[config.mk]
export PLATFORM = sky130hd
export DESIGN_NAME = seg_count_monitor
export DESIGN_NICKNAME = d
export VERILOG_FILES = /design/src/rtl/seg_count_monitor.sv
export SDC_FILE = /design/constraint.sdc
export NUM_CORES = 1
export LEC_CHECK = 0
export CAP_MARGIN = 15
export CORE_UTILIZATION = 59
export CTS_CLUSTER_SIZE = 10
export DETAILED_ROUTE_END_ITERATION = 10
export MAX_ROUTING_LAYER = met4
export PLACE_DENSITY = 0.84
export SKIP_LAST_GASP = 1
export SLEW_MARGIN = 20
export SYNTH_ARGS = -nofsm -noshare
export SYNTH_HDL_FRONTEND = slang
export SYNTH_SLANG_ARGS = --single-unit
[constraint.sdc]
create_clock -name CLOCK_50 -period 4.75 [get_ports CLOCK_50]
set_input_delay 0.95 -clock CLOCK_50 [delete_from_list [all_inputs] [get_ports CLOCK_50]]
set_output_delay 0.95 -clock CLOCK_50 [all_outputs]
set_load 0.02 [all_outputs]
[src/rtl/seg_count_monitor.sv]
// Receive-side monitor for an active-low 7-segment count display.
// Synchronizes SEG, filters transients, decodes digits, checks 0..MAX_DIGIT wrap.
//
// Ports:
//   CLOCK_50  in   system clock, rising edge
//   KEY       in   asynchronous active-low reset
//   SEG[6:0]  in   segment bus, bit 0 = a ... bit 6 = g, 0 = lit
//   LEDR[17:0] out [3:0] digit, [15:8] step tally, [17] sticky fault, others 0
//   LEDG[1:0] out  [0] digit valid, [1] one-cycle step pulse
module seg_count_monitor #(
    parameter int unsigned STABLE_CYCLES = 1000,
    parameter int unsigned MAX_DIGIT     = 7
) (
    input  logic        CLOCK_50,
    input  logic        KEY,
    input  logic [6:0]  SEG,
    output logic [17:0] LEDR,
    output logic [1:0]  LEDG
);

    typedef enum logic [1:0] {
        IDLE,
        TRACK,
        FAULT
    } state_t;

    localparam logic [15:0] STAB_LAST = 16'(STABLE_CYCLES - 1);
    localparam logic [3:0]  MAX_D     = 4'(MAX_DIGIT);

    // Internal pattern vectors hold segment a in the MSB so the
    // decode table below reads left-to-right as a..g.
    logic [6:0] seg_abc;
    logic [6:0] s1_q;
    logic [6:0] s2_q;
    logic [6:0] prev_q;

    logic [15:0] stab_cnt_q, stab_cnt_d;
    logic        accept;

    state_t      state_q, state_d;
    logic [3:0]  last_q, last_d;
    logic        valid_q, valid_d;
    logic        step_q, step_d;
    logic [7:0]  tally_q, tally_d;

    logic [3:0]  dec_dig;
    logic        dec_ok;
    logic        dec_blank;
    logic [3:0]  nxt;
    logic        legal;

    assign seg_abc = {SEG[0], SEG[1], SEG[2], SEG[3],
                      SEG[4], SEG[5], SEG[6]};

    // Synchronizer plus one-cycle-delayed copy used by the filter.
    always_ff @(posedge CLOCK_50 or negedge KEY) begin
        if (!KEY) begin
            s1_q   <= 7'b1111111;
            s2_q   <= 7'b1111111;
            prev_q <= 7'b1111111;
        end else begin
            s1_q   <= seg_abc;
            s2_q   <= s1_q;
            prev_q <= s2_q;
        end
    end

    // Counter saturates, so the equality test below fires only once
    // per stable episode.
    always_comb begin
        stab_cnt_d = stab_cnt_q;
        if (s2_q != prev_q) begin
            stab_cnt_d = '0;
        end else if (stab_cnt_q != 16'hFFFF) begin
            stab_cnt_d = stab_cnt_q + 16'd1;
        end
    end

    always_ff @(posedge CLOCK_50 or negedge KEY) begin
        if (!KEY) begin
            stab_cnt_q <= '0;
        end else begin
            stab_cnt_q <= stab_cnt_d;
        end
    end

    assign accept = (stab_cnt_q == STAB_LAST);

    always_comb begin
        dec_dig   = '0;
        dec_ok    = 1'b1;
        dec_blank = 1'b0;
        unique case (prev_q)
            7'b0000001: dec_dig = 4'd0;
            7'b1001111: dec_dig = 4'd1;
            7'b0010010: dec_dig = 4'd2;
            7'b0000110: dec_dig = 4'd3;
            7'b1001100: dec_dig = 4'd4;
            7'b0100100: dec_dig = 4'd5;
            7'b0100000: dec_dig = 4'd6;
            7'b0001111: dec_dig = 4'd7;
            7'b0000000: dec_dig = 4'd8;
            7'b0000100: dec_dig = 4'd9;
            7'b1111111: begin
                dec_ok    = 1'b0;
                dec_blank = 1'b1;
            end
            default: dec_ok = 1'b0;
        endcase
    end

    assign nxt = (last_q == MAX_D) ? 4'd0 : last_q + 4'd1;

    // Zero is always legal: the counter may be cleared at any point.
    assign legal = (dec_dig == 4'd0) ||
                   ((dec_dig <= MAX_D) && (dec_dig == nxt));

    always_comb begin
        state_d = state_q;
        last_d  = last_q;
        valid_d = valid_q;
        step_d  = 1'b0;
        tally_d = tally_q;
        if (accept && !dec_blank) begin
            if (!dec_ok) begin
                state_d = FAULT;
            end else begin
                unique case (state_q)
                    IDLE: begin
                        state_d = TRACK;
                        last_d  = dec_dig;
                        valid_d = 1'b1;
                    end
                    TRACK: begin
                        if (dec_dig == last_q) begin
                            state_d = TRACK;
                        end else if (legal) begin
                            last_d  = dec_dig;
                            step_d  = 1'b1;
                            tally_d = tally_q + 8'd1;
                        end else begin
                            state_d = FAULT;
                            last_d  = dec_dig;
                        end
                    end
                    FAULT: begin
                        last_d  = dec_dig;
                        valid_d = 1'b1;
                    end
                    default: state_d = IDLE;
                endcase
            end
        end
    end

    always_ff @(posedge CLOCK_50 or negedge KEY) begin
        if (!KEY) begin
            state_q <= IDLE;
            last_q  <= '0;
            valid_q <= 1'b0;
            step_q  <= 1'b0;
            tally_q <= '0;
        end else begin
            state_q <= state_d;
            last_q  <= last_d;
            valid_q <= valid_d;
            step_q  <= step_d;
            tally_q <= tally_d;
        end
    end

    assign LEDR = {(state_q == FAULT), 1'b0, tally_q, 4'b0000, last_q};
    assign LEDG = {step_q, valid_q};

endmodule

Word level (Yosys, flattened, before mapping)
Index checks and enable logic that the tools add are counted.
{"block": "op_classes", "addsub": 3, "order_cmp": 1, "n_eq_ne": 21, "mux": 17, "bitwise_logic": 1, "reduce_logical": 15}
{"operator": "$pmux 4 s9", "count": 1}
{"operator": "$mux 16", "count": 2}
{"operator": "$eq 7x7->1 const B", "count": 3}
{"operator": "$add 16x1->16 const B", "count": 1}
{"operator": "$eq 16x10->1 const B", "count": 1}
{"operator": "$ne 16x16->1 const B", "count": 1}
{"operator": "$eq 7x3->1 const B", "count": 2}
{"operator": "$eq 7x6->1 const B", "count": 2}
{"operator": "$reduce_or 10->1", "count": 1}
{"operator": "$add 8x1->8 const B", "count": 1}
{"operator": "$eq 4x4->1", "count": 2}
{"operator": "$mux 4", "count": 2}
{"operator": "$pmux 4 s2", "count": 1}
{"operator": "$eq 7x1->1 const B", "count": 1}
{"operator": "$eq 7x4->1 const B", "count": 1}
{"operator": "$eq 7x5->1 const B", "count": 1}
{"operator": "$logic_not 7->1", "count": 1}
{"operator": "$mux 1", "count": 7}
{"operator": "$ne 7x7->1", "count": 1}
{"operator": "$mux 2", "count": 3}
{"operator": "$pmux 2 s3", "count": 1}
{"operator": "$reduce_and 3->1", "count": 2}
{"operator": "$reduce_and 5->1", "count": 1}
{"operator": "$add 4x1->4 const B", "count": 1}
{"operator": "other kinds (15)", "count": 18}
{"block": "word_totals", "register_bits": 53, "in_bits": 9, "out_inout_bits": 20, "word_cells": 67}

Longest topological paths before layout
{"block": "logic_depth", "depth_word": 10, "ltp_mapped": 9, "depth_no_buf": 8}

Least setup slack after synthesis
Ideal clock, no wire load.
{"block": "synth_path", "kind": "flip-flop to flip-flop", "from": "register prev_q[6]", "to": "register tally_q[1]", "setup_time_ns": 0.128, "t_arrival_ns": 2.470, "t_required_ns": 4.622, "path_slack_ns": 2.153, "stages_incl_launch_ff": 10, "n_path_buf": 2, "period_less_slack_ns": 2.597, "path_cell_list": "dfstp_2 buf_6 and3b_1 o2111ai_1 nand2_1 xnor2_1 o41a_1 buf_4 nor4_4 mux2_1"}
{"block": "synth_between", "elab_chain_len": 6, "word_cells_on_any_way": 25, "classes_between": "order compare (1); eq/ne (12); mux (3); bitwise (1); reduce/logical (8)"}
{"element": "from (decl)", "line": "35", "rtl": "logic [6:0] prev_q;"}
{"element": "from (signal assigned)", "line": "64", "rtl": "prev_q <= s2_q;"}
{"element": "$eq 7x3->1 (tied with other cells)", "line": "93", "rtl": "unique case (prev_q)"}
{"element": "$pmux 4 s9", "line": "93"}
{"element": "$le 4x3->1 / $eq 4x4->1 (equally long branches)", "line": "116", "rtl": "((dec_dig <= MAX_D) && (dec_dig == nxt));"}
{"element": "$logic_and 1x1->1", "line": "116"}
{"element": "$logic_or 1x1->1", "line": "115", "rtl": "assign legal = (dec_dig == 4'd0) ||"}
{"element": "$reduce_and 5->1 (no line) (*)"}
{"element": "to (signal assigned)", "line": "168", "rtl": "tally_q <= tally_d;"}
{"element": "to (decl)", "line": "44", "rtl": "logic [7:0] tally_q, tally_d;"}
Every way passes the cells marked *; elsewhere a longest branch is shown, timed or not.
A chain may end at the register's enable or synchronous reset.

Worst setup path in the final report
{"block": "layout_path", "from": "register prev_q[1]", "to": "register tally_q[1]"}
The elaborated chain is that of the path after synthesis.

==> qor.txt <==
Global route overflow - 0
Worst-margin pin slew - 0.7538 ns
Status - complete, no violations
Post-synthesis simple-gate area fraction - 0.2574
Vias - 1967
Hold slack - 0.3486 ns
Vias in the first global route - 1961
# IOs - 29
Unrepaired setup endpoints after global routing - no
Placer congestion estimate - 0.9186
Yosys top cell by area - dfrtp_1
Initial antenna violation count - 0
Max-slew violations - 0
CTS tree - built
Detail-routed net length per standard cell - 14.08 um
Synth area leaders - dfrtp_1, dfstp_2, xor2_1
Number of H-tree levels - 2
Register-to-register setup slack - 1.91 ns
Initial DRC count - 133
Synth warnings - 0
Avg Inst Size Synth - 10.61 sq um
Die Area - 0.005025 sq mm
PD cells - 252.5 mW/mm^2
Diode count - 0
Commonest non-fill, non-tap cell in the layout - dfrtp_1
Clk pin slew, worst setup/hold paths - 0.10 ns
Row cnt - 24
Vias/cell - 5.889
NumNets Final - 293
Worst Setup Start Kind - flop
Max Cap Viol - 0
Clock Root Buffer - clkbuf_8
Pleak - 1.256 nW
Ratio of cells with drive above 1 in the final layout - 0.1560
Post-synthesis cell area - 0.002800 sq mm
Setup TNS - 0 ns
EDFF count, synth - 0
Post-CTS sizing - 0
Clock skew - 0.01160 ns
Sequential area share after synthesis - 0.4830
Relative slew margins - 0.4960
Total chip power - 0.7782 mW
# setup viols final - 0
Port Buffer Count - 23
Synth Instances - 264
Max frequency - 0.3522 GHz
Xor/xnor share of the synthesized area - 0.1001
Worst Path Max Fanout - 13
Clock Sinks - 53
Clk_lat worst skew - 0.31 ns
Post-synthesis register bit count - 53
Yosys cell types - 55
Final Hold Fails - 0
Final period util - 0.5977
Tmin final - 2.839 ns
Arrival @ worst endpoint - 3.04 ns
Die Span Y - 70.89 um
Final Util - 0.6934
Final WL - 4704 um
Bufs on Longest Clock Path - 2
Max VDD drop - 0.2176 mV
Pre-Repair DR Iteration Count - 8
First-pass GRT wire length - 8556 um
Total GRT Usage - 0.2231
Largest family of logic cells by synthesized area - simple AND/OR/NAND/NOR gates
Worst hold path type - reg2reg
Core box area - 0.004444 sq mm
Post-synthesis mux area share - 0.03485
Largest net degree at the start of global routing - 54
Synth Area in Adders - 0.01340
Die width - 70.89 um
Most frequent cells in the layout - dfrtp_1, nor2_1, clkdlybuf4s50_1, dfstp_2, xor2_1
CTS Buf Count - 5
DPL Wire Length - 3338 um
Fraction of registers with async set or reset after synthesis - 1.000
Synthesis-to-finish area growth - 10.05%
Hold buffer count at CTS - 0
Crit. End Element - flop
Critical path class - reg2reg
Top cell type's share of synthesized area - 0.2860
Residual DRC - 0
Antenna-violating nets left - 0
Post-CTS setup buffer count - 0
Initial Util - 0.6301
Data required, critical path - 4.95 ns
Synth Area in Compound Gates - 0.06032
Post-synth top flop - dfrtp_1
synthesized netlist by cell type (2+ instances only):
| cell type | count |
|---|---|
| and2_1 | 2 |
| dfrtp_1 | 32 |
| nand2_1 | 17 |
| and4_1 | 3 |
| o211ai_1 | 2 |
| o41a_1 | 2 |
| nand4_1 | 10 |
| inv_1 | 4 |
| nand3_1 | 12 |
| buf_4 | 12 |
| mux2_4 | 3 |
| nor3_1 | 11 |
| o21ai_0 | 3 |
| xor2_1 | 18 |
| nand2b_1 | 4 |
| nor2_1 | 25 |
| and3_1 | 5 |
| clkbuf_1 | 2 |
| xnor2_1 | 14 |
| ha_1 | 3 |
| mux2i_1 | 3 |
| a21oi_1 | 3 |
| o21ai_2 | 2 |
| nor4_1 | 8 |
| dfstp_2 | 21 |
| and3b_1 | 2 |
| nor2b_1 | 10 |
| nor3b_1 | 2 |
| buf_2 | 3 |
final cells by class:
| class | instances | area (sq um) |
|---|---|---|
| Tap cell | 52 | 65.06 |
| Fill cell | 337 | 1363 |
| Timing Repair Buffer | 24 | 232.7 |
| Clock inverter | 3 | 23.77 |
| Clock buffer | 5 | 68.82 |
| Inverter | 4 | 15.01 |
| Sequential cell | 53 | 1353 |
| Multi-Input combinational cell | 193 | 1324 |
per-stage QoR:
stage	area (sq um)	setup slack (ns)	std cells
2_1_floorplan	2815	2.153	268
3_3_place_gp	2989	2.051	326
3_5_place_dp	2989	1.947	326
4_1_cts	3082	1.929	334
5_1_grt	3082	1.734	334
6_report	3082	1.911	334
routing by layer:
layer / GRT usage / vias up / routed length (um)
met1: 0.2656 / 971 / 2136
li1: - / 951 / -
met4: 0.08667 / 0 / 66
met2: 0.3761 / 39 / 2358
met5: - / - / 0
met3: 0.04274 / 6 / 142
where the power goes:
part / internal (mW) / total [mW] / switching (mW) / leakage [nW]
registers: 0.468 / 0.480 / 0.0126 / 0.668
clock network: 0.107 / 0.260 / 0.153 / 0.0491
logic: 0.0157 / 0.0379 / 0.0222 / 0.539
sequential cells by signal, summed over array words and instances (netlist names):
signal / cells
last_q: 4
prev_q: 7
s1_q: 7
s2_q: 7
stab_cnt_q: 16
state_q: 2
step_q: 1
tally_q: 8
valid_q: 1
path summary, 6_finish.rpt:
check / start / endpoint / cells past startpoint
max reg2reg: prev_q[1]$_DFF_PN1_ / tally_q[1]$_DFFE_PN0P_ / 7
min reg2reg: s1_q[5]$_DFF_PN1_ / s2_q[5]$_DFF_PN1_ / 0
min in group asynchronous: KEY / last_q[3]$_DFFE_PN0P_ / 2
min: s1_q[5]$_DFF_PN1_ / s2_q[5]$_DFF_PN1_ / 0
max: prev_q[1]$_DFF_PN1_ / tally_q[1]$_DFFE_PN0P_ / 7
max in group asynchronous: KEY / stab_cnt_q[6]$_DFFE_PN0P_ / 2
kinds of logic after synthesis:
group | Yosys count
flip-flops | 53
adder cells (fa/ha/maj) | 3
AND/OR/NAND/NOR | 124
AO/OA/AOI/OAI | 21
XOR/XNOR | 32
multiplexers | 8
buffers and inverters | 22
other | 1
worst max-delay path, stage by stage, from the launching register on:
cell and delay (ns):
dfstp_2 0.67, nor2b_1 0.26, a22oi_1 0.11, o21ai_1 0.28
xor2_1 0.11, o41a_1 0.59, nor4_4 0.36, mux2_1 0.34
No activity file was read; power rests on OpenSTA's default activity.
